<file path="src/rtl/da_sample_sequencer.sv">
// Sequencer for the distributed-arithmetic FIR: loads one sample per handshake, drives the
// WORD_WIDTH-cycle bit-serial run (en/ts), then registers the sign-extended sum of all subfilter outputs.
module da_sample_sequencer #(
   parameter int WORD_WIDTH     = 16,
   parameter int NUM_SUBFILTERS = 2,
   localparam int OUT_WIDTH     = WORD_WIDTH + $clog2(NUM_SUBFILTERS)
) (
   input  logic                                 clk,
   input  logic                                 rst,
   input  logic                                 in_valid,
   output logic                                 in_ready,
   input  logic [WORD_WIDTH-1:0]                in_data,
   output logic                                 x_we,
   output logic [WORD_WIDTH-1:0]                x,
   output logic                                 en,
   output logic                                 ts,
   input  logic [NUM_SUBFILTERS*WORD_WIDTH-1:0] y_in,
   output logic                                 out_valid,
   input  logic                                 out_ready,
   output logic [OUT_WIDTH-1:0]                 out_data,
   output logic                                 busy
);

   localparam int CNT_W = $clog2(WORD_WIDTH);
   localparam logic [CNT_W-1:0] LAST_BIT = CNT_W'(WORD_WIDTH - 1);

   typedef enum logic [0:0] {
      IDLE = 1'b0,
      RUN  = 1'b1
   } state_e;

   state_e                 state_q, state_d;
   logic [CNT_W-1:0]       cnt_q, cnt_d;
   logic                   out_valid_q, out_valid_d;
   logic [OUT_WIDTH-1:0]   out_data_q, out_data_d;
   logic signed [OUT_WIDTH-1:0] sum;

   // A new run may only start when its result is guaranteed an empty slot on capture.
   assign in_ready  = (state_q == IDLE) && (!out_valid_q || out_ready);
   assign x_we      = in_valid && in_ready;
   assign x         = in_data;
   assign en        = (state_q == RUN);
   assign ts        = (state_q == RUN) && (cnt_q == LAST_BIT);
   assign busy      = (state_q == RUN);
   assign out_valid = out_valid_q;
   assign out_data  = out_data_q;

   // Signed size cast sign-extends each subfilter word before accumulation.
   always_comb begin
      sum = '0;
      for (int k = 0; k < NUM_SUBFILTERS; k++) begin
         sum = sum + OUT_WIDTH'($signed(y_in[k*WORD_WIDTH +: WORD_WIDTH]));
      end
   end

   always_comb begin
      // NOTE: every variable gets a default first so no path through this block infers a latch.
      state_d     = state_q;
      cnt_d       = cnt_q;
      out_valid_d = out_valid_q;
      out_data_d  = out_data_q;

      unique case (state_q)
         IDLE: begin
            if (x_we) begin
               state_d = RUN;
               cnt_d   = '0;
            end
         end
         RUN: begin
            cnt_d = cnt_q + 1'b1;
            if (ts) begin
               state_d = IDLE;
               cnt_d   = '0;
            end
         end
         default: state_d = IDLE;
      endcase

      if (out_valid_q && out_ready) out_valid_d = 1'b0;
      if (ts) begin
         out_valid_d = 1'b1;
         out_data_d  = sum;
      end
   end

   // NOTE: state registers use non-blocking assignments so every flop samples pre-edge values.
   always_ff @(posedge clk or posedge rst) begin
      if (rst) begin
         state_q     <= IDLE;
         cnt_q       <= '0;
         out_valid_q <= 1'b0;
         out_data_q  <= '0;
      end else begin
         state_q     <= state_d;
         cnt_q       <= cnt_d;
         out_valid_q <= out_valid_d;
         out_data_q  <= out_data_d;
      end
   end

endmodule
</file>
<file path="config.mk">
export PLATFORM = sky130hd
export DESIGN_NAME = da_sample_sequencer
export DESIGN_NICKNAME = d
export VERILOG_FILES = /design/src/rtl/da_sample_sequencer.sv
export SDC_FILE = /design/constraint.sdc
export NUM_CORES = 1
export LEC_CHECK = 0
export CAP_MARGIN = 0
export CORE_MARGIN = 10
export CORE_UTILIZATION = 43
export CTS_CLUSTER_SIZE = 25
export DETAILED_ROUTE_END_ITERATION = 16
export PLACE_DENSITY = 0.93
export SLEW_MARGIN = 20
export SYNTH_ARGS = -nofsm -noshare
export SYNTH_HDL_FRONTEND = slang
export SYNTH_SLANG_ARGS = --single-unit
export TNS_END_PERCENT = 30
</file>
<file path="constraint.sdc">
create_clock -name clk -period 3 [get_ports clk]
set_clock_uncertainty 0.05 [all_clocks]
set_input_delay 0.6 -clock clk [delete_from_list [all_inputs] [get_ports clk]]
set_output_delay 0.6 -clock clk [all_outputs]
set_load 0.02 [all_outputs]
</file>
Yosys cells after proc, flatten, opt, wreduce, memory -nomap -nowiden
Cells that the tools add are included.
{"block": "classes", "addsub": 2, "eq_ne": 2, "n_mux": 8, "bitwise_logic": 1, "reduce_logical": 7}
{"operator": "adder 16 x 16 -> 17 bit", "count": 1}
{"operator": "2-to-1 mux 4 bit", "count": 2}
{"operator": "case mux 4 bit (2 select lines)", "count": 1}
{"operator": "adder 4 x 1 -> 4 bit, second input constant", "count": 1}
{"operator": "== test 4 bit, second input constant", "count": 1}
{"operator": "logical AND 1 bit", "count": 4}
{"operator": "2-to-1 mux 1 bit", "count": 4}
{"operator": "inequality test 2 bit, second input constant", "count": 1}
{"operator": "case mux 1 bit (2 select lines)", "count": 1}
{"operator": "nonzero test 2 bit", "count": 1}
{"operator": "zero test 1 bit", "count": 1}
{"operator": "logical OR 1 bit", "count": 1}
{"operator": "inverter 1 bit", "count": 1}
{"block": "totals", "ff_bits": 23, "in_bits": 52, "output_inout_bits": 39, "elab_cells": 24}

Longest topological paths before layout
Gate-level depths: netlist of the first run.
{"block": "logic_depth", "depth_word": 6, "ltp_mapped": 8, "depth_no_buf": 8}

Worst setup path before layout of the first run
No wires, ideal clock.
{"block": "synth_timing", "kind": "in2reg", "start": "input y_in[0]", "end": "register out_data_q[16], in the netlist out_data[16]", "setup_time_ns": 0.065, "arrival_ns": 2.312, "required_time_ns": 2.885, "path_slack_ns": 0.573, "path_stages": 8, "path_cell_list": "ha_1 -> fa_1 -> a211oi_2 -> o21ai_2 -> a211oi_2 -> o41ai_2 -> a31oi_1 -> a211o_1"}
{"block": "synth_via", "elab_chain_cells": 1}
{"element": "start: declaration", "line_no": "17", "text": "input logic [NUM_SUBFILTERS*WORD_WIDTH-1:0] y_in,"}
{"element": "adder 16 x 16 -> 17 bit", "line_no": "52", "text": "sum = sum + OUT_WIDTH'($signed(y_in[k*WORD_WIDTH +: WORD_WIDTH]));"}
{"element": "end signal: assignment", "line_no": "98", "text": "out_data_q <= out_data_d;"}
{"element": "end: declaration", "line_no": "35", "text": "logic [OUT_WIDTH-1:0] out_data_q, out_data_d;"}
No other way between the ends.
A chain may end at the register's enable or synchronous reset.

Worst setup path after layout of the first run
{"block": "layout_timing", "start": "input out_ready", "end": "output x_we"}
{"block": "layout_via", "elab_chain_cells": 3}
{"element": "start: declaration", "line_no": "19", "text": "input logic out_ready,"}
{"element": "logical OR 1 bit", "line_no": "39", "text": "assign in_ready = (state_q == IDLE) && (!out_valid_q || out_ready);"}
{"element": "logical AND 1 bit", "line_no": "39"}
{"element": "logical AND 1 bit", "line_no": "40", "text": "assign x_we = in_valid && in_ready;"}
{"element": "end: declaration", "line_no": "13", "text": "output logic x_we,"}
No other way between the ends.

==> qor.yml, run 1 <==
run_status:
  status: "completed"
clocking:
  clock-sinks: 23
  postCtsHoldBufs: 0
  clockBufferDepth: 2
  clk_pin_slew_ns: 0.08
  clock_latency_ns: 0.26
  cts_tree: "done"
  post-cts-setup-buffer-count: 0
  cts-root-buf: "clkbuf_8"
  cts_max_level: 1
  cts_buffers: 3
  cts_resized: 0
power:
  p_sw_share_pct: 40.85
  power.share.clock_pct: 11.6
  p_per_area_nw_per_um2: 714.6
  irDropWorstVdd_uv: 233.8
  seq_power_share_pct: 34.5
  internal_power_w: 0.0009804
  switchingPower_w: 0.0006772
  combinationalPowerShare_pct: 53.9
  leakage_nw: 1.018
sta:
  tns_ns: 0
  finalMaxSlewViolations: 0
  setup_viol: 0
  fmax_mhz: 354.3
  relSlewSlack_pct: 41.24
  worst_slew_pin_slew_ns: 0.8805
  rsz0062_at_grt: "no"
  setup_ws_ns: 0.1774
  hold_viol: 0
  fin_crit_sh_pct: 94.09
  post-route-min-period_ns: 2.823
global_route:
  grt_max_degree: 32
  grt_use_total_pct: 12.21
  antenna_found_initial: 0
  grt_pass1_wl_um: 7493
  grt_pass1_vias: 1686
  grt_overflow: 0
floorplanning:
  die_x_um: 84.21
  initial_core_util_pct: 44.32
  core_area_sq_um: 4000
  die_area_sq_um: 7091
  rows: 23
  die_height_um: 84.21
  num_io_pins: 91
route:
  drc: 0
  wirelength_um: 4518
  routedWlPerCell_um: 15.32
  drtPass1Iterations: 4
  viasPerCell: 5.525
  drt_iter0_markers: 64
  vias: 1630
  final_antenna_net_count: 0
layout:
  antenna_cells: 0
  drive_gt1_share_pct: 5.714
  nFillCells: 338
  layout_common_cells: "clkdlybuf4s50_1, nand2_1, o21ai_0, dfrtp_1, ha_1"
  final_common_cell: "clkdlybuf4s50_1"
  final_nets: 316
  seq_area_sq_um: 575.6
  syn_to_final_growth_pct: 30.84
  multiInputGateArea_sq_um: 1017
critical_path:
  critPathMaxFanout: 3
  startpoint: "out_ready"
  setup.worst_path.start_class: "primary input"
  cp-endpoint: "x_we"
  required_ns: 2.35
  end_kind: "output port"
  worstPathArrival_ns: 2.17
  timing.rr.end: "out_data[13]"
  reg2reg_slack_ns: 1.18
  r2r-start: "cnt_q[0]"
  ff2ff_path_depth: 5
  crit_type: "primary input to output port"
hold_path:
  hp-class: "flip-flop to flip-flop"
  whs_path_depth: 2
synthesis:
  yosysSeqAreaShare_pct: 32.46
  netlist.area_leader.share_pct: 32.46
  synth_area_leaders: "dfrtp_1, ha_1, buf_4"
  ys_types: 42
  yosysTopAreaCell: "dfrtp_1"
  ys_seq_elements: 23
  postSynthCellCount: 205
  syn-num-nets: 275
  syn_avg_cell_area_sq_um: 8.649
  synth_warnings: 0
  syn-cell-area_sq_um: 1773
placed_design:
  dp_slack_ns: 0.03679
  dp_hpwl_um: 3749
  gp_congestion: 0.7820
  portBuffers: 58
run:
  drv_cap: 0
worst max-delay path, cell delays in order:
cell and delay (ns):
clkdlybuf4s50_1 0.47, inv_1 0.06, a21oi_1 0.23, nand2_1 0.13
inv_1 0.09, clkdlybuf4s50_1 0.60
registers in the layout, indices dropped and copies added, names as in the netlist:
name,flops
out_data,17
busy,1
cnt_q,4
out_valid,1
metal layers:
metal,wire (um),up-vias,global-route usage [%]
li1,-,798,-
met1,1848,760,13.09
met2,2212,56,21.16
met3,302,16,2.995
met4,155,0,7.306
met5,0,-,0
worst min-delay path by stage:
stage / start / endpoint / slack (ns)
4_1_cts: out_data[1] / out_data[1] / 0.44
3_5_place_dp: out_data[1] / out_data[1] / 0.42
5_1_grt: out_data[1] / out_data[1] / 0.45
6_report: out_data[1] / out_data[1] / 0.43
2_1_floorplan: cnt_q[3] / cnt_q[3] / 0.42
3_3_place_gp: out_data[9] / out_data[9] / 0.41
cells by family after synthesis:
| logic type | synth area share (%) |
|---|---|
| flip-flops | 32.46 |
| AO/OA/AOI/OAI | 25.41 |
| AND/OR/NAND/NOR | 13.41 |
| buffers and inverters | 10.16 |
| XOR/XNOR | 5.434 |
| adder cells (fa/ha/maj) | 13.13 |
final cells by class:
cell class / count / share of cell area [%]
Multi-Input combinational cell: 152 / 43.85
Timing Repair Buffer: 60 / 25.67
Sequential cell: 23 / 24.81
Tap cell: 50 / 2.697
Clock buffer: 3 / 1.780
Inverter: 6 / 0.9709
Clock inverter: 1 / 0.2158
synthesized netlist by cell type (all sizes together):
master and number:
a21boi 1, nand3 5, nand4 4, and3 1, a211o 1, nor3b 1
a21o 4, o21ba 1, ha 17, a211oi 4, o311ai 1, o211ai 3
o41ai 2, buf 19, inv 5, a311oi 1, xor2 4, or4 1
xnor2 7, dfrtp 23, fa 1, o21a 2, a22o 1, o21ai 27
a21oi 13, a31oi 1, clkbuf 5, nor2b 1, clkinv 1, o2111ai 2
nand2 33, nor2 9, o21bai 2, o31ai 2
power groups by stage:
stage	logic, W	registers (W)	clock network [W]
floorplan	0.000376	0.000706	0
global placement	0.000878	0.000562	0
detailed placement	0.000900	0.000580	0
CTS	0.000903	0.000573	0.000193
global route	0.000972	0.000594	0.000205
finish	0.000893	0.000572	0.000193
per-stage QoR:
stage	utilization, %	hold slack (ns)	std cells	instance area (sq um)	total power [W]
finish	57.99	0.4302	295	2320	0.001658
global placement	56.83	0.4124	291	2273	0.001440
CTS	57.99	0.4385	295	2320	0.001669
floorplan	-	0.4215	205	1773	0.001083
detailed placement	56.83	0.4195	291	2273	0.001480
global route	57.99	0.4512	295	2320	0.001771
Power figures use the tool's default switching activity.
==> run 2: changes to the inputs <==
- CORE_ASPECT_RATIO: unset -> 0.8
- CTS_CLUSTER_DIAMETER: unset -> 100
==> qor.yml, run 2 (synthesis gave the netlist of run 1 again) <==
run_status:
  status: "completed"
route:
  routedWlPerCell_um: 14.91  # -2.7%
  vias: 1618  # -0.74%
  drt_iter0_markers: 72  # +13%
  final_antenna_net_count: 0  # unchanged
  drtPass1Iterations: 4  # unchanged
  wirelength_um: 4472  # -1.0%
  drc: 0  # unchanged
  viasPerCell: 5.393  # -2.4%
global_route:
  grt_overflow: 0  # unchanged
  grt_use_total_pct: 12.03  # -0.18 points
  grt_pass1_vias: 1574  # -6.6%
  grt_max_degree: 32  # unchanged
  grt_pass1_wl_um: 7369  # -1.7%
  antenna_found_initial: 0  # unchanged
clocking:
  clock-sinks: 23  # unchanged
  postCtsHoldBufs: 0  # unchanged
  cts_resized: 0  # unchanged
  cts_max_level: 1  # unchanged
  clockBufferDepth: 2  # unchanged
  cts-root-buf: "clkbuf_8"
  clk_pin_slew_ns: 0.09  # about the same
  cts_tree: "done"
  clock_latency_ns: 0.27  # about the same
  cts_buffers: 3  # unchanged
  post-cts-setup-buffer-count: 0  # unchanged
critical_path:
  ff2ff_path_depth: 5  # unchanged
  reg2reg_slack_ns: 1.23  # +0.05 ns
  crit_type: "primary input to flip-flop"
  required_ns: 3.10  # +0.75 ns
  crit_top_cell: "a211oi_2"
  worstPathArrival_ns: 2.88  # +0.71 ns
  end_kind: "flip-flop"
  timing.rr.end: "out_data[13]"
  max_stage_delay_ns: 0.41  # -0.19 ns
  critPathMaxFanout: 3  # unchanged
  r2r-start: "cnt_q[0]"
  cp_cell_sequence: "clkdlybuf4s50_1, ha_1, fa_1, a211oi_2, o21ai_2, a211oi_2, o31ai_1, xnor2_1, o21ai_0"
  crit_path_top_delay_cell: "clkdlybuf4s50_1"
  setup.worst_path.start_class: "primary input"
layout:
  final_util_pct: 60.03  # +2.0 points
  finalInstanceArea_sq_um: 2328  # +0.38%
  syn_to_final_growth_pct: 31.33
  layout_common_cells: "clkdlybuf4s50_1, nand2_1, o21ai_0, dfrtp_1, ha_1"
  final_nets: 316  # unchanged
  final_common_cell: "clkdlybuf4s50_1"
  largest_reg_flops: 17  # unchanged
  antenna_cells: 0  # unchanged
  drive_gt1_share_pct: 5.714  # unchanged
floorplanning:
  initial_core_util_pct: 45.71  # +1.4 points
  die_area_sq_um: 7107  # +0.23%
  die_x_um: 91.79  # +9.0%
  num_io_pins: 91  # unchanged
  core_area_sq_um: 3879  # -3.0%
  rows: 20  # -13%
  die_height_um: 77.43  # -8.1%
sta:
  relSlewSlack_pct: 43.93  # +2.7 points
  hold_viol: 0  # unchanged
  worst_slew_pin_slew_ns: 0.8402  # -0.04026 ns
  rsz0062_at_grt: "no"
  tns_ns: 0  # unchanged
  fin_crit_sh_pct: 92.54  # -1.5 points
  fmax_mhz: 360.2  # +1.7%
  setup_viol: 0  # unchanged
  post-route-min-period_ns: 2.776  # -0.04629 ns
  setup_ws_ns: 0.2237  # +0.04629 ns
  finalMaxSlewViolations: 0  # unchanged
power:
  switchingPower_w: 0.0006853  # +1.2%
  irDropWorstVdd_uv: 324.5  # +39%
  seq_power_share_pct: 34.2  # -0.3 points
  internal_power_w: 0.0009822  # +0.18%
  p_sw_share_pct: 41.10  # +0.24 points
  p_per_area_nw_per_um2: 716.1  # +0.21%
  combinationalPowerShare_pct: 53.7  # -0.2 points
  power.share.clock_pct: 12.1  # +0.5 points
  leakage_nw: 1.015  # -0.37%
hold_path:
  hp-class: "flip-flop to flip-flop"
  worstHoldStart: "out_data[0]"
  whs_path_depth: 2  # unchanged
  hold_end: "out_data[0]"
placed_design:
  dpl_cell_area_sq_um: 2280  # +0.28%
  dp_hpwl_um: 3710  # -1.1%
  gp_congestion: 0.8835  # +13%
  portBuffers: 58  # unchanged
  dp_slack_ns: -0.07652  # -0.1133 ns
run:
  drv_cap: 0  # unchanged
run 2: area by class of cell:
| cell class | count | area, sq um |
|---|---|---|
| multi-input cells | 152 | 1017 |
| flip-flops and latches | 23 | 575.6 |
| clock buffers | 3 | 41.29 |
| well taps | 55 | 68.82 |
| clock inverters | 1 | 7.507 |
| repair buffers | 60 | 595.6 |
| inverters | 6 | 22.52 |
| fillers | 354 | 1550 |
run 2: worst max-delay path: cells and delay by family:
family,cells,cell delay (ns)
compound gates,5,1.06
fa+ha+maj,2,0.65
buf+inv,1,0.41
xor+xnor,1,0.16
run 2: routing by layer:
layer | vias up | share of wire [%] | GRT usage [%]
met5 | - | 0 | 0
met4 | 0 | 0.74 | 2.769
met3 | 8 | 7.7 | 3.462
met2 | 66 | 46 | 19.65
met1 | 749 | 45 | 15.33
li1 | 795 | - | -
run 2: metrics by stage:
| stage | hold WS, ns | std cells | power [W] |
|---|---|---|---|
| floorplan | 0.4215 | 205 | 0.001083 |
| global placement | 0.4104 | 296 | 0.001442 |
| detailed placement | 0.4189 | 296 | 0.001479 |
| CTS | 0.4420 | 300 | 0.001684 |
| global route | 0.4638 | 300 | 0.001791 |
| finish | 0.4327 | 300 | 0.001667 |
run 2: power by group through the flow:
| stage | clock network (W) | registers (W) | logic (W) |
|---|---|---|---|
| CTS | 0.000205 | 0.000572 | 0.000907 |
| floorplan | 0 | 0.000706 | 0.000376 |
| detailed placement | 0 | 0.000577 | 0.000902 |
| global route | 0.000216 | 0.000592 | 0.000983 |
| finish | 0.000202 | 0.000570 | 0.000896 |
| global placement | 0 | 0.000565 | 0.000877 |
run 2: worst max path at each step:
stage / cells past startpoint / slack (ns) / startpoint / endpoint
2_1_floorplan: 8 / 0.57 / y_in[0] / out_data[16]
3_3_place_gp: 9 / 0.09 / y_in[0] / out_data[16]
3_5_place_dp: 9 / -0.08 / y_in[0] / out_data[10]
4_1_cts: 9 / 0.20 / y_in[0] / out_data[10]
5_1_grt: 9 / 0.05 / y_in[0] / out_data[10]
6_report: 9 / 0.22 / y_in[0] / out_data[10]
==> run 3: changes to the inputs <==
- ABC_CLOCK_PERIOD_IN_PS: unset -> 3000
==> results of run 3 <==
Same layout as run 2: the final DEF is identical, and so are final timing and power.
